**config.mk**
```make
export PLATFORM = sky130hd
export DESIGN_NAME = axi4_lite_master_ctrl
export DESIGN_NICKNAME = d
export VERILOG_FILES = /design/src/rtl/axi4_lite_master_ctrl_pkg.sv /design/src/rtl/axi4_lite_master_ctrl.sv
export SDC_FILE = /design/constraint.sdc
export NUM_CORES = 1
export LEC_CHECK = 0
export ABC_AREA = 1
export CORE_MARGIN = 2
export CORE_UTILIZATION = 39
export CTS_CLUSTER_SIZE = 40
export DETAILED_ROUTE_END_ITERATION = 8
export GPL_TIMING_DRIVEN = 0
export PLACE_DENSITY_LB_ADDON = 0.05
export SLEW_MARGIN = 25
export SYNTH_ARGS = -nofsm -noshare
export SYNTH_HDL_FRONTEND = slang
export SYNTH_SLANG_ARGS = --single-unit
```
**constraint.sdc**
```tcl
create_clock -name iCLK -period 1.5 [get_ports iCLK]
set_input_delay 0.15 -clock iCLK [delete_from_list [all_inputs] [get_ports iCLK]]
set_output_delay 0.15 -clock iCLK [all_outputs]
set_load 0.01 [all_outputs]
```
**src/rtl/axi4_lite_master_ctrl_pkg.sv**
```systemverilog
// Shared definitions for the AXI4-Lite initiator: response codes and FSM state encodings.
package axi4_lite_master_ctrl_pkg;

   localparam logic [1:0] RESP_OKAY   = 2'b00;
   localparam logic [1:0] RESP_EXOKAY = 2'b01;
   localparam logic [1:0] RESP_SLVERR = 2'b10;
   localparam logic [1:0] RESP_DECERR = 2'b11;

   typedef enum logic [2:0] {
      ST_IDLE         = 3'd0,
      ST_WR_ADDR_DATA = 3'd1,
      ST_WR_RESP      = 3'd2,
      ST_RD_ADDR      = 3'd3,
      ST_RD_DATA      = 3'd4,
      ST_RESP         = 3'd5
   } state_e;

endpackage

```
**src/rtl/axi4_lite_master_ctrl.sv**
```systemverilog
// Single-outstanding AXI4-Lite initiator: turns one command into an AW/W/B or AR/R exchange
// and holds the captured response until the user takes it.
module axi4_lite_master_ctrl
   import axi4_lite_master_ctrl_pkg::*;
#(
   parameter int          ADDR_WIDTH = 32,
   parameter int          DATA_WIDTH = 32,
   parameter logic [2:0]  PROT       = 3'b000
) (
   input  logic                      iCLK,
   input  logic                      iRST,

   input  logic                      cmd_valid,
   output logic                      cmd_ready,
   input  logic                      cmd_write,
   input  logic [ADDR_WIDTH-1:0]     cmd_addr,
   input  logic [DATA_WIDTH-1:0]     cmd_wdata,
   input  logic [DATA_WIDTH/8-1:0]   cmd_wstrb,

   output logic                      rsp_valid,
   input  logic                      rsp_ready,
   output logic                      rsp_write,
   output logic [1:0]                rsp_resp,
   output logic [DATA_WIDTH-1:0]     rsp_rdata,

   output logic                      m_AWVALID,
   input  logic                      m_AWREADY,
   output logic [2:0]                m_AWPROT,
   output logic [ADDR_WIDTH-1:0]     m_AWADDR,

   output logic                      m_WVALID,
   input  logic                      m_WREADY,
   output logic [DATA_WIDTH-1:0]     m_WDATA,
   output logic [DATA_WIDTH/8-1:0]   m_WSTRB,

   input  logic                      m_BVALID,
   output logic                      m_BREADY,
   input  logic [1:0]                m_BRESP,

   output logic                      m_ARVALID,
   input  logic                      m_ARREADY,
   output logic [2:0]                m_ARPROT,
   output logic [ADDR_WIDTH-1:0]     m_ARADDR,

   input  logic                      m_RVALID,
   output logic                      m_RREADY,
   input  logic [1:0]                m_RRESP,
   input  logic [DATA_WIDTH-1:0]     m_RDATA
);

   state_e                    state_q, state_d;
   logic                      awvalid_q, awvalid_d;
   logic                      wvalid_q, wvalid_d;
   logic [ADDR_WIDTH-1:0]     addr_q, addr_d;
   logic [DATA_WIDTH-1:0]     wdata_q, wdata_d;
   logic [DATA_WIDTH/8-1:0]   wstrb_q, wstrb_d;
   logic                      rsp_write_q, rsp_write_d;
   logic [1:0]                rsp_resp_q, rsp_resp_d;
   logic [DATA_WIDTH-1:0]     rsp_rdata_q, rsp_rdata_d;

   // Next-state and datapath update; a cleared per-channel VALID doubles as that channel's done flag.
   always_comb begin
      state_d     = state_q;
      awvalid_d   = awvalid_q;
      wvalid_d    = wvalid_q;
      addr_d      = addr_q;
      wdata_d     = wdata_q;
      wstrb_d     = wstrb_q;
      rsp_write_d = rsp_write_q;
      rsp_resp_d  = rsp_resp_q;
      rsp_rdata_d = rsp_rdata_q;

      case (state_q)
         ST_IDLE: begin
            if (cmd_valid) begin
               addr_d  = cmd_addr;
               wdata_d = cmd_wdata;
               wstrb_d = cmd_wstrb;
               if (cmd_write) begin
                  state_d   = ST_WR_ADDR_DATA;
                  awvalid_d = 1'b1;
                  wvalid_d  = 1'b1;
               end else begin
                  state_d = ST_RD_ADDR;
               end
            end else begin
               state_d = ST_IDLE;
            end
         end

         ST_WR_ADDR_DATA: begin
            if (awvalid_q && m_AWREADY) begin
               awvalid_d = 1'b0;
            end else begin
               awvalid_d = awvalid_q;
            end
            if (wvalid_q && m_WREADY) begin
               wvalid_d = 1'b0;
            end else begin
               wvalid_d = wvalid_q;
            end
            if ((!awvalid_q || m_AWREADY) && (!wvalid_q || m_WREADY)) begin
               state_d = ST_WR_RESP;
            end else begin
               state_d = ST_WR_ADDR_DATA;
            end
         end

         ST_WR_RESP: begin
            if (m_BVALID) begin
               rsp_resp_d  = m_BRESP;
               rsp_rdata_d = {DATA_WIDTH{1'b0}};
               rsp_write_d = 1'b1;
               state_d     = ST_RESP;
            end else begin
               state_d = ST_WR_RESP;
            end
         end

         ST_RD_ADDR: begin
            if (m_ARREADY) begin
               state_d = ST_RD_DATA;
            end else begin
               state_d = ST_RD_ADDR;
            end
         end

         ST_RD_DATA: begin
            if (m_RVALID) begin
               rsp_resp_d  = m_RRESP;
               rsp_rdata_d = m_RDATA;
               rsp_write_d = 1'b0;
               state_d     = ST_RESP;
            end else begin
               state_d = ST_RD_DATA;
            end
         end

         ST_RESP: begin
            if (rsp_ready) begin
               state_d = ST_IDLE;
            end else begin
               state_d = ST_RESP;
            end
         end

         default: begin
            state_d   = ST_IDLE;
            awvalid_d = 1'b0;
            wvalid_d  = 1'b0;
         end
      endcase
   end

   // State and datapath registers; reset abandons any transaction in flight.
   always_ff @(posedge iCLK or negedge iRST) begin
      if (!iRST) begin
         state_q     <= ST_IDLE;
         awvalid_q   <= 1'b0;
         wvalid_q    <= 1'b0;
         addr_q      <= {ADDR_WIDTH{1'b0}};
         wdata_q     <= {DATA_WIDTH{1'b0}};
         wstrb_q     <= {(DATA_WIDTH/8){1'b0}};
         rsp_write_q <= 1'b0;
         rsp_resp_q  <= RESP_OKAY;
         rsp_rdata_q <= {DATA_WIDTH{1'b0}};
      end else begin
         state_q     <= state_d;
         awvalid_q   <= awvalid_d;
         wvalid_q    <= wvalid_d;
         addr_q      <= addr_d;
         wdata_q     <= wdata_d;
         wstrb_q     <= wstrb_d;
         rsp_write_q <= rsp_write_d;
         rsp_resp_q  <= rsp_resp_d;
         rsp_rdata_q <= rsp_rdata_d;
      end
   end

   assign cmd_ready = (state_q == ST_IDLE);
   assign rsp_valid = (state_q == ST_RESP);
   assign rsp_write = rsp_write_q;
   assign rsp_resp  = rsp_resp_q;
   assign rsp_rdata = rsp_rdata_q;

   assign m_AWVALID = awvalid_q;
   assign m_AWPROT  = PROT;
   assign m_AWADDR  = addr_q;
   assign m_WVALID  = wvalid_q;
   assign m_WDATA   = wdata_q;
   assign m_WSTRB   = wstrb_q;
   assign m_BREADY  = (state_q == ST_WR_RESP);
   assign m_ARVALID = (state_q == ST_RD_ADDR);
   assign m_ARPROT  = PROT;
   assign m_ARADDR  = addr_q;
   assign m_RREADY  = (state_q == ST_RD_DATA);

endmodule

```
==> results of run 1 <==
worst max path at each step:
stage          startpoint             to  cells after the start
3_5_place_dp   state_q[0]       m_RREADY                      5
4_1_cts        state_q[1]      m_ARVALID                      4
5_1_grt        state_q[0]    m_WDATA[12]                      8
2_1_floorplan  state_q[2]    m_WDATA[13]                      7
3_3_place_gp         iRST  rsp_rdata[26]                      1
6_report       state_q[0]      cmd_ready                      5
sequential cells by signal, summed over array words and instances, names as in the netlist:
| name | count |
|---|---|
| m_ARADDR | 32 |
| m_AWVALID | 1 |
| m_WDATA | 32 |
| m_WSTRB | 4 |
| m_WVALID | 1 |
| rsp_rdata | 32 |
| rsp_resp | 2 |
| rsp_write | 1 |
| state_q | 3 |
cell families (layout without fill, tap and decap cells):
| family | count (synthesis) | in the layout | share of synthesized area (%) |
|---|---|---|---|
| simple gates | 320 | 320 | 27.0 |
| flops | 108 | 108 | 56.2 |
| buf+inv | 79 | 382 | 11.1 |
| compound gates | 39 | 39 | 5.31 |
| fa+ha+maj | 1 | 1 | 0.260 |
| other cells | 1 | 6 | 0.0780 |
through the flow:
step | cells | hold slack (ps)
finish | 1003 | 318
global route | 1003 | 350
CTS | 987 | 337
detailed placement | 956 | 126
global placement | 955 | 462
floorplan | 553 | -146
cell type report:
cell class              instances  area, um^2  area share (%)
clock buffers                  11         243            2.88
repair buffers                288        2930            34.8
well taps                     147         184            2.19
plain buffers                  62         574            6.82
multi-input cells             366        1680            20.0
clock inverters                 5        27.5           0.327
flip-flops and latches        108        2710            32.1
inverters                      16        72.6           0.862
routing by layer:
| metal | vias up | track usage (%) | wire length [um] |
|---|---|---|---|
| met2 | 161 | 37.2 | 7300 |
| li1 | 2245 | - | - |
| met5 | - | 0 | 0 |
| met1 | 2092 | 23.9 | 5590 |
| met4 | 0 | 6.51 | 213 |
| met3 | 12 | 6.54 | 1210 |
synthesized netlist by cell type, drive strengths merged:
library cell	count
a21oi	35
buf	62
clkbuf	1
conb	1
dfrtp	108
ha	1
inv	16
nand2	267
nand3	6
nand3b	2
nand4	2
nor2	40
nor3	1
o211ai	2
o21ai	2
or2	2
power by group through the flow:
| stage | clock network, uW | registers [uW] | logic [uW] |
|---|---|---|---|
| after global routing | 2360 | 5480 | 10800 |
| after floorplan | 0 | 5900 | 3560 |
| after CTS | 2250 | 5280 | 9210 |
| after detailed placement | 0 | 5350 | 8980 |
| final | 2200 | 5290 | 9860 |
| after global placement | 0 | 5280 | 8810 |
what timing repair did:
action / CTS / global route
hold buffers: 1 / 0
endpoints found under the setup margin: 97 / 110
gates resized for setup: 58 / 78
hold endpoints to repair: 51 / 0
pin swaps: 2 / 6
buffers inserted: 14 / 12
cloned: 0 / 5
==> flow_metrics.env, run 1 <==
export IMPL_powerDensity_nw_per_um2=2060
export IMPL_placed_area_um2=7590
export IMPL_synth_distinct_cells=27
export IMPL_ys_seq_area_share_pct=56.2
export IMPL_fin_total_pwr_uw=17300
export IMPL_period_needed_ps=1510
export IMPL_grt_pass1_vias=4410
export IMPL_die_x_um=115
export IMPL_dp_hpwl_um=10400
export IMPL_drc=0
export IMPL_violations="negative setup slack"
export IMPL_setup_viol=1
export IMPL_dr_pass1_iters=4
export IMPL_insertion_delay_ps=340
export IMPL_fin_area_um2=8420
export IMPL_n_antenna_cell=0
export IMPL_arrival_ps=1360
export IMPL_cts_tree="built"
export IMPL_worst_r2r_setup_slack_ps=20
export IMPL_initial_core_util_pct=40.0
export IMPL_cp_slowest_cell="dfrtp_2"
export IMPL_drtIter0Drc=197
export IMPL_fin_crit_sh_pct=100
export IMPL_vias=4510
export IMPL_utilization_pct=70.1
export IMPL_place_gp_congestion=0.819
export IMPL_globalRouteTotalUtil_pct=20.8
export IMPL_rr_worst_depth=8
export IMPL_cts_buffers=9
export IMPL_cts_sinks=108
export IMPL_tns_ps=-7.16
export IMPL_yosys_area_top_type_share_pct=56.2
export IMPL_p_sw_share_pct=36.1
export IMPL_antenna_found_initial=0
export IMPL_pre_cts_ws_ps=-391
export IMPL_skew_ps=9.36
export IMPL_syn_instance_count=548
export IMPL_worstPathRequired_ps=1350
export IMPL_drive_gt1_share_pct=19.6
export IMPL_core_area_um2=12000
export IMPL_path_cells="buf_12, nor2_8, nand2_2, inv_2, buf_6"
export IMPL_die_h_um=115
export IMPL_dieArea_um2=13200
export IMPL_cp_top_family="flip-flops"
export IMPL_crit_path_end_kind="primary output"
export IMPL_port_buffers=255
export IMPL_rsz0062_at_grt="yes"
export IMPL_reg2reg_to="rsp_rdata[27]"
export IMPL_cts_path_max_buffers=2
export IMPL_netSwitchingPower_uw=6260
export IMPL_power_frac_comb_pct=56.8
export IMPL_clk_pin_slew_ps=70
export IMPL_ys_seq_elements=108
export IMPL_rr_startpoint="state_q[0]"
export IMPL_hold_viol=0
export IMPL_status="finished, violations left"
export IMPL_path_class="reg2out"
export IMPL_seq_power_share_pct=30.5
export IMPL_synth_top_area_cell="dfrtp_1"
export IMPL_num_rows=40
export IMPL_grt_overflow_total=0
export IMPL_ant_nets=0
export IMPL_grt_max_degree=58
export IMPL_clock_fmax_ghz=0.663
export IMPL_wl_per_cell_um=14.3
export IMPL_slowest_delay_ps=450
export IMPL_p_leak_uw=0.00419
export IMPL_totalWireLength_um=14300
export IMPL_netlist_area_um2=4810
export IMPL_flow_area_growth_from_synthesis_pct=75.0
export IMPL_synthTopCellsByArea="dfrtp_1 56%, nand2_1 21%, buf_4 7.2%"
export IMPL_vias_per_cell=4.50
export IMPL_worst_slack_ps=-7.16
export IMPL_fillCellCount=967
export IMPL_cap_viol_max_count=0
export IMPL_htree_levels=3
export IMPL_synth_area_per_cell_um2=8.77
export IMPL_ir_worst_vdd_mv=1.03
export IMPL_cp_buffers_inverters=3
export IMPL_final_cell_mix="256 x nand2_1, 216 x clkdlybuf4s50_1, 106 x dfrtp_1"
export IMPL_power_internal_uw=11100
export IMPL_io_pins=262
export IMPL_final_nets=966
export IMPL_hold_path_class="in2async"
export IMPL_grt_pass1_wl_um=21700
export IMPL_clock_power_share_pct=12.7
export IMPL_maxSlewViolCount=0
export IMPL_clock_root_buffer="clkbuf_16"
export IMPL_yosysWarnings=0
export IMPL_cp_max_fo=6
export IMPL_layout_commonest_cell="nand2_1"
export IMPL_startpoint_type="register"
No activity file was read; power rests on OpenSTA's default activity.
==> inputs of run 2 (changes only) <==
Settings changed: ABC_AREA 1 to default, CORE_UTILIZATION 39 to 35.
Clock period 1.5 ns to 1.38 ns, I/O delays scaled along.
==> run 2 against run 1 <==
Worst hold slack worse by 65 ps; sequential power up 9.1%; register-to-register slack worse by 340 ps; setup slack worse by 310 ps; count of clock-buffer cells in the layout up 3; combinational power up 8%; core utilization down 4.0 points; the run still ends with negative setup slack left; final cell count down 13%; largest power group unchanged.
==> flow_metrics.env, run 2 <==
export IMPL_dieArea_um2=14600
export IMPL_grt_pass1_vias=4070
export IMPL_fillCellCount=1086
export IMPL_powerDensity_nw_per_um2=2160
export IMPL_vias_per_cell=4.40
export IMPL_maxSlewViolCount=0
export IMPL_async_flop_share_pct=100
export IMPL_num_rows=42
export IMPL_synthTopCellsByArea="dfrtp_1 57%, mux2_2 17%, mux2i_1 6.9%"
export IMPL_yosys_most_used_dff="dfrtp_1"
export IMPL_worst_r2r_setup_slack_ps=-320
export IMPL_flow_area_growth_from_synthesis_pct=83.5
export IMPL_synth_top_area_cell="dfrtp_1"
export IMPL_clock_fmax_ghz=0.588
export IMPL_final_nets=805
export IMPL_synth_distinct_cells=31
export IMPL_core_area_um2=13200
export IMPL_tns_ps=-27400
export IMPL_grt_max_degree=75
export IMPL_die_x_um=121
export IMPL_dp_hpwl_um=9500
export IMPL_layout_commonest_cell="dlygate4sd2_1"
export IMPL_ys_seq_elements=108
export IMPL_syn_instance_count=374
export IMPL_ir_worst_vdd_mv=1.13
export IMPL_startpoint_type="register"
export IMPL_netlist_area_um2=4760
export IMPL_path_class="reg2reg"
export IMPL_grt_pass1_wl_um=21100
export IMPL_ant_nets=0
export IMPL_rr_worst_depth=5
export IMPL_yosysWarnings=0
export IMPL_io_pins=262
export IMPL_place_gp_congestion=0.763
export IMPL_insertion_delay_ps=340
export IMPL_worst_slack_ps=-319
export IMPL_synth_edf_count=0
export IMPL_clock_root_buffer="clkbuf_16"
export IMPL_die_h_um=121
export IMPL_rsz0062_at_grt="yes"
export IMPL_antenna_found_initial=0
export IMPL_ys_seq_area_share_pct=56.7
export IMPL_clk_pin_slew_ps=70
export IMPL_port_buffers=255
export IMPL_fin_crit_sh_pct=123
export IMPL_vias=3824
export IMPL_period_needed_ps=1700
export IMPL_hold_path_class="in2async"
export IMPL_cts_buffers=9
export IMPL_violations="negative setup slack"
export IMPL_drtIter0Drc=96
export IMPL_htree_levels=3
export IMPL_synth_commonest_cells="108 x dfrtp_1, 72 x mux2_2, 43 x buf_4"
export IMPL_final_cell_mix="125 x dlygate4sd2_1, 112 x clkdlybuf4s50_1, 106 x dfrtp_1"
export IMPL_cts_tree="built"
export IMPL_grt_overflow_total=0
export IMPL_cap_viol_max_count=0
export IMPL_wl_per_cell_um=15.8
export IMPL_synth_area_per_cell_um2=12.7
export IMPL_holdWs_ps=253
export IMPL_synthMostInstantiatedCell="dfrtp_1"
export IMPL_reg2reg_to="m_ARADDR[8]"
export IMPL_totalWireLength_um=13800
export IMPL_skew_ps=4.20
export IMPL_yosys_area_top_type_share_pct=56.7
export IMPL_arrival_ps=1930
export IMPL_worstPathRequired_ps=1610
export IMPL_cts_path_max_buffers=2
export IMPL_n_antenna_cell=0
export IMPL_drive_gt1_share_pct=30.5
export IMPL_crit_path_end_kind="register"
export IMPL_dr_pass1_iters=5
export IMPL_cts_sinks=108
export IMPL_initial_core_util_pct=36.0
export IMPL_globalRouteTotalUtil_pct=18.7
export IMPL_cp_max_fo=6
export IMPL_setup_viol=113
export IMPL_drc=0
export IMPL_rr_startpoint="state_q[0]"
export IMPL_p_leak_uw=0.00420
export IMPL_status="finished, violations left"
export IMPL_hold_viol=0
run 2: cell types whose count changed in the layout (fill, tap and decap cells not counted), sizes merged, moves of 4 or more:
cell           previous run  this run
nand2                   267        33
clkdlybuf4s50           216       112
dlygate4sd2              22       125
mux2                      0        72
nor2                     40         5
mux2i                     0        33
a21oi                    35         4
inv                      15        33
buf                      93        99
nand3                     6         0
clkinv                    5         1
run 2: timing repair:
action / CTS / global route
gates resized for setup: 214 / 49
setup endpoints to repair: 235 / 125
endpoints found under the hold margin: 34 / 0
buffers inserted: 26 / 11
pin swaps: 8 / 17
hold buffers: 1 / 0
gates cloned: 6 / 4
run 2: critical path, cell delays in order (launching register included):
cell and delay, ps:
dfrtp_2 460, nor4b_4 300, buf_4 180, buf_8 160, clkbuf_16 160, mux2_2 320
run 2: worst max-delay path by stage:
stage,from,endpoint
CTS,state_q[1],m_ARADDR[15]
global placement,iRST,rsp_rdata[30]
global route,state_q[0],m_ARADDR[8]
floorplan,state_q[1],m_WDATA[13]
finish,state_q[0],m_ARADDR[8]
detailed placement,state_q[2],m_RREADY
run 2: area by class of cell:
class	instances	area (um^2)	share of cell area, %
Clock buffer	14	284	3.25
Timing Repair Buffer	300	3080	35.2
Inverter	33	124	1.42
Multi-Input combinational cell	183	1800	20.6
Tap cell	176	220	2.52
Sequential cell	108	2710	30.9
Buffer	55	529	6.05
Clock inverter	1	5.00	0.0572
run 2: cell families after synthesis:
kind of cell / after synthesis / share of synthesized area (%)
flip-flops: 108 / 56.7
multiplexers: 105 / 23.9
buffers and inverters: 88 / 10.6
AND/OR/NAND/NOR: 57 / 6.38
AO/OA/AOI/OAI: 14 / 2.02
adder cells (fa/ha/maj): 1 / 0.263
other: 1 / 0.0787
run 2: report_power, final:
group	switching (uW)	internal [uW]	total (uW)
Sequential	989	4780	5770
Combinational	4080	6500	10600
Clock	1080	1410	2490
run 2: stage by stage:
stage               utilization [%]  cell area (um^2)  setup slack [ps]  std cells  power [uW]
global route                   66.0              8740              -379        870       20100
finish                         66.0              8740              -319        870       18800
floorplan                         -              4870              -217        379       10400
CTS                            64.0              8470              -332        859       18600
detailed placement             57.9              7670              -603        811       15800
global placement               57.7              7640             -4080        810       15600
run 2: routing by layer:
layer	track usage [%]	wire length, um	vias to the layer above
met3	6.08	1080	13
met5	0	0	-
met2	32.1	7140	136
li1	-	-	1823
met4	6.69	184	0
met1	21.9	5350	1852
==> inputs of run 3 (changes only) <==
Settings changed: CORE_UTILIZATION 35 to 39, CTS_CLUSTER_DIAMETER from default to 30.
Clock period 1.38 ns to 1.94 ns, I/O delays scaled along.
==> run 3 against run 2 <==
The run now ends clean; routed wire length shrank 10%; count of clock-buffer cells in the layout down 3; power decreased by 32%; global-route usage down 0.16 points; sequential share of layout area up 3.2 points; worst hold slack improved by 48 ps; critical path depth is 1 lower; sequential cell count unchanged; die area decreased by 9.9%; via count decreased by 4.5%.
==> flow_metrics.env, run 3 (synthesis results as in run 2) <==
export IMPL_status="completed"
export IMPL_clock_fmax_ghz=0.556
export IMPL_highest_layer="met4"
export IMPL_cts_sinks=108
export IMPL_holdWs_ps=300
export IMPL_insertion_delay_ps=340
export IMPL_core_area_um2=12000
export IMPL_vias_per_cell=4.56
export IMPL_p_leak_uw=0.00334
export IMPL_vias=3652
export IMPL_maxSlewViolCount=0
export IMPL_num_rows=40
export IMPL_wl_met2_um=6320
export IMPL_wl_per_cell_um=15.4
export IMPL_rr_startpoint="state_q[1]"
export IMPL_layout_commonest_cell="clkdlybuf4s50_1"
export IMPL_place_gp_congestion=0.772
export IMPL_ir_worst_vdd_mv=0.745
export IMPL_slowest_delay_ps=470
export IMPL_placedCellCount=782
export IMPL_wl_met1_um=4710
export IMPL_final_cell_mix="249 x clkdlybuf4s50_1, 106 x dfrtp_1, 72 x mux2_2"
export IMPL_cts_buffers=9
export IMPL_flow_area_growth_from_synthesis_pct=66.1
export IMPL_dp_hpwl_um=9690
export IMPL_fin_crit_sh_pct=92.8
export IMPL_hold_path_class="in2async"
export IMPL_n_antenna_cell=0
export IMPL_rsz0062_at_grt="no"
export IMPL_period_needed_ps=1800
export IMPL_drive_gt1_share_pct=23.7
export IMPL_initial_core_util_pct=39.8
export IMPL_cp_slowest_cell="dfrtp_2"
export IMPL_grt_pass1_vias=3722
export IMPL_skew_ps=11.8
export IMPL_setup_viol=0
export IMPL_drc=0
export IMPL_port_buffers=255
export IMPL_die_x_um=115
export IMPL_path_class="reg2out"
export IMPL_dr_wl_met3_um=1110
export IMPL_ant_nets=0
export IMPL_grt_overflow_total=0
export IMPL_final_nets=764
export IMPL_clock_root_buffer="clkbuf_16"
export IMPL_drtIter0Drc=120
export IMPL_startpoint_type="register"
export IMPL_powerDensity_nw_per_um2=1630
export IMPL_dieArea_um2=13100
export IMPL_die_h_um=115
export IMPL_clk_pin_slew_ps=80
export IMPL_grt_pass1_wl_um=18900
export IMPL_io_pins=262
export IMPL_arrival_ps=1610
export IMPL_htree_levels=3
export IMPL_reg2reg_to="m_ARADDR[11]"
export IMPL_cp_max_fo=10
export IMPL_cts_tree="built"
export IMPL_globalRouteTotalUtil_pct=18.5
export IMPL_worstPathRequired_ps=1750
export IMPL_worst_r2r_setup_slack_ps=180
export IMPL_path_cells="clkbuf_2, nor2_1, and2_1, dlygate4sd2_1"
export IMPL_cts_path_max_buffers=2
export IMPL_antenna_found_initial=0
export IMPL_cap_viol_max_count=0
export IMPL_crit_path_end_kind="primary output"
export IMPL_fin_cells=801
export IMPL_dr_pass1_iters=4
export IMPL_fillCellCount=1021
export IMPL_totalWireLength_um=12400
export IMPL_rr_worst_depth=5
export IMPL_hold_viol=0
export IMPL_grt_max_degree=75
## run 3: worst max-delay path by stage
stage | from | depth (start not counted) | to
3_3_place_gp | iRST | 1 | rsp_rdata[24]
3_5_place_dp | state_q[1] | 4 | m_RREADY
5_1_grt | state_q[1] | 4 | cmd_ready
6_report | state_q[2] | 4 | m_BREADY
2_1_floorplan | state_q[1] | 5 | m_WDATA[13]
4_1_cts | state_q[1] | 4 | cmd_ready
## run 3: critical path, delay by kind of cell, from the launching register on
kind                   cells  cell delay [ps]
buffers and inverters      2              510
DFF                        1              470
and+or+nand+nor            2              290
## run 3: cell type report
cell class                 instances  area, um^2  share of cell area, %
tap                              147         184                   2.32
sequential                       108        2710                   34.2
multi-input combinational        183        1590                   20.1
clock inverter                     5        60.1                  0.759
timing repair buffer             259        2600                   32.9
inverter                          33         124                   1.57
clock buffer                      11         253                   3.19
buffer                            55         394                   4.98
## run 3: per-stage QoR
stage | worst slack (ps) | cell area [um^2] | util (%) | power (uW) | TNS [ps]
after floorplan | 299 | 4780 | - | 7260 | 0
final | 140 | 7910 | 66.2 | 12900 | 0
after global placement | -3510 | 7520 | 62.9 | 10900 | -382650
after CTS | 121 | 7910 | 66.1 | 13100 | 0
after global routing | 46.0 | 7910 | 66.2 | 13700 | 0
after detailed placement | -216 | 7550 | 63.1 | 11100 | -4050
## run 3: layer usage
metal  vias up  GRT usage [%]
li1       1745              -
met1      1745           21.8
met2       148           31.4
met3        14           7.04
met4         0           5.85
met5         -              0
## run 3: where the power goes
group | total, uW | internal [uW] | switching, uW | leakage [uW]
Clock | 1890 | 1070 | 813 | 0.000152
Combinational | 6900 | 4350 | 2550 | 0.00186
Sequential | 4120 | 3400 | 718 | 0.00133
## run 3: what timing repair did
action	in CTS	in global routing
buffers inserted	2	0
resized for setup	15	1
hold endpoints to repair	34	0
hold buffers	1	0
pin swaps	1	0
endpoints found under the setup margin	15	1
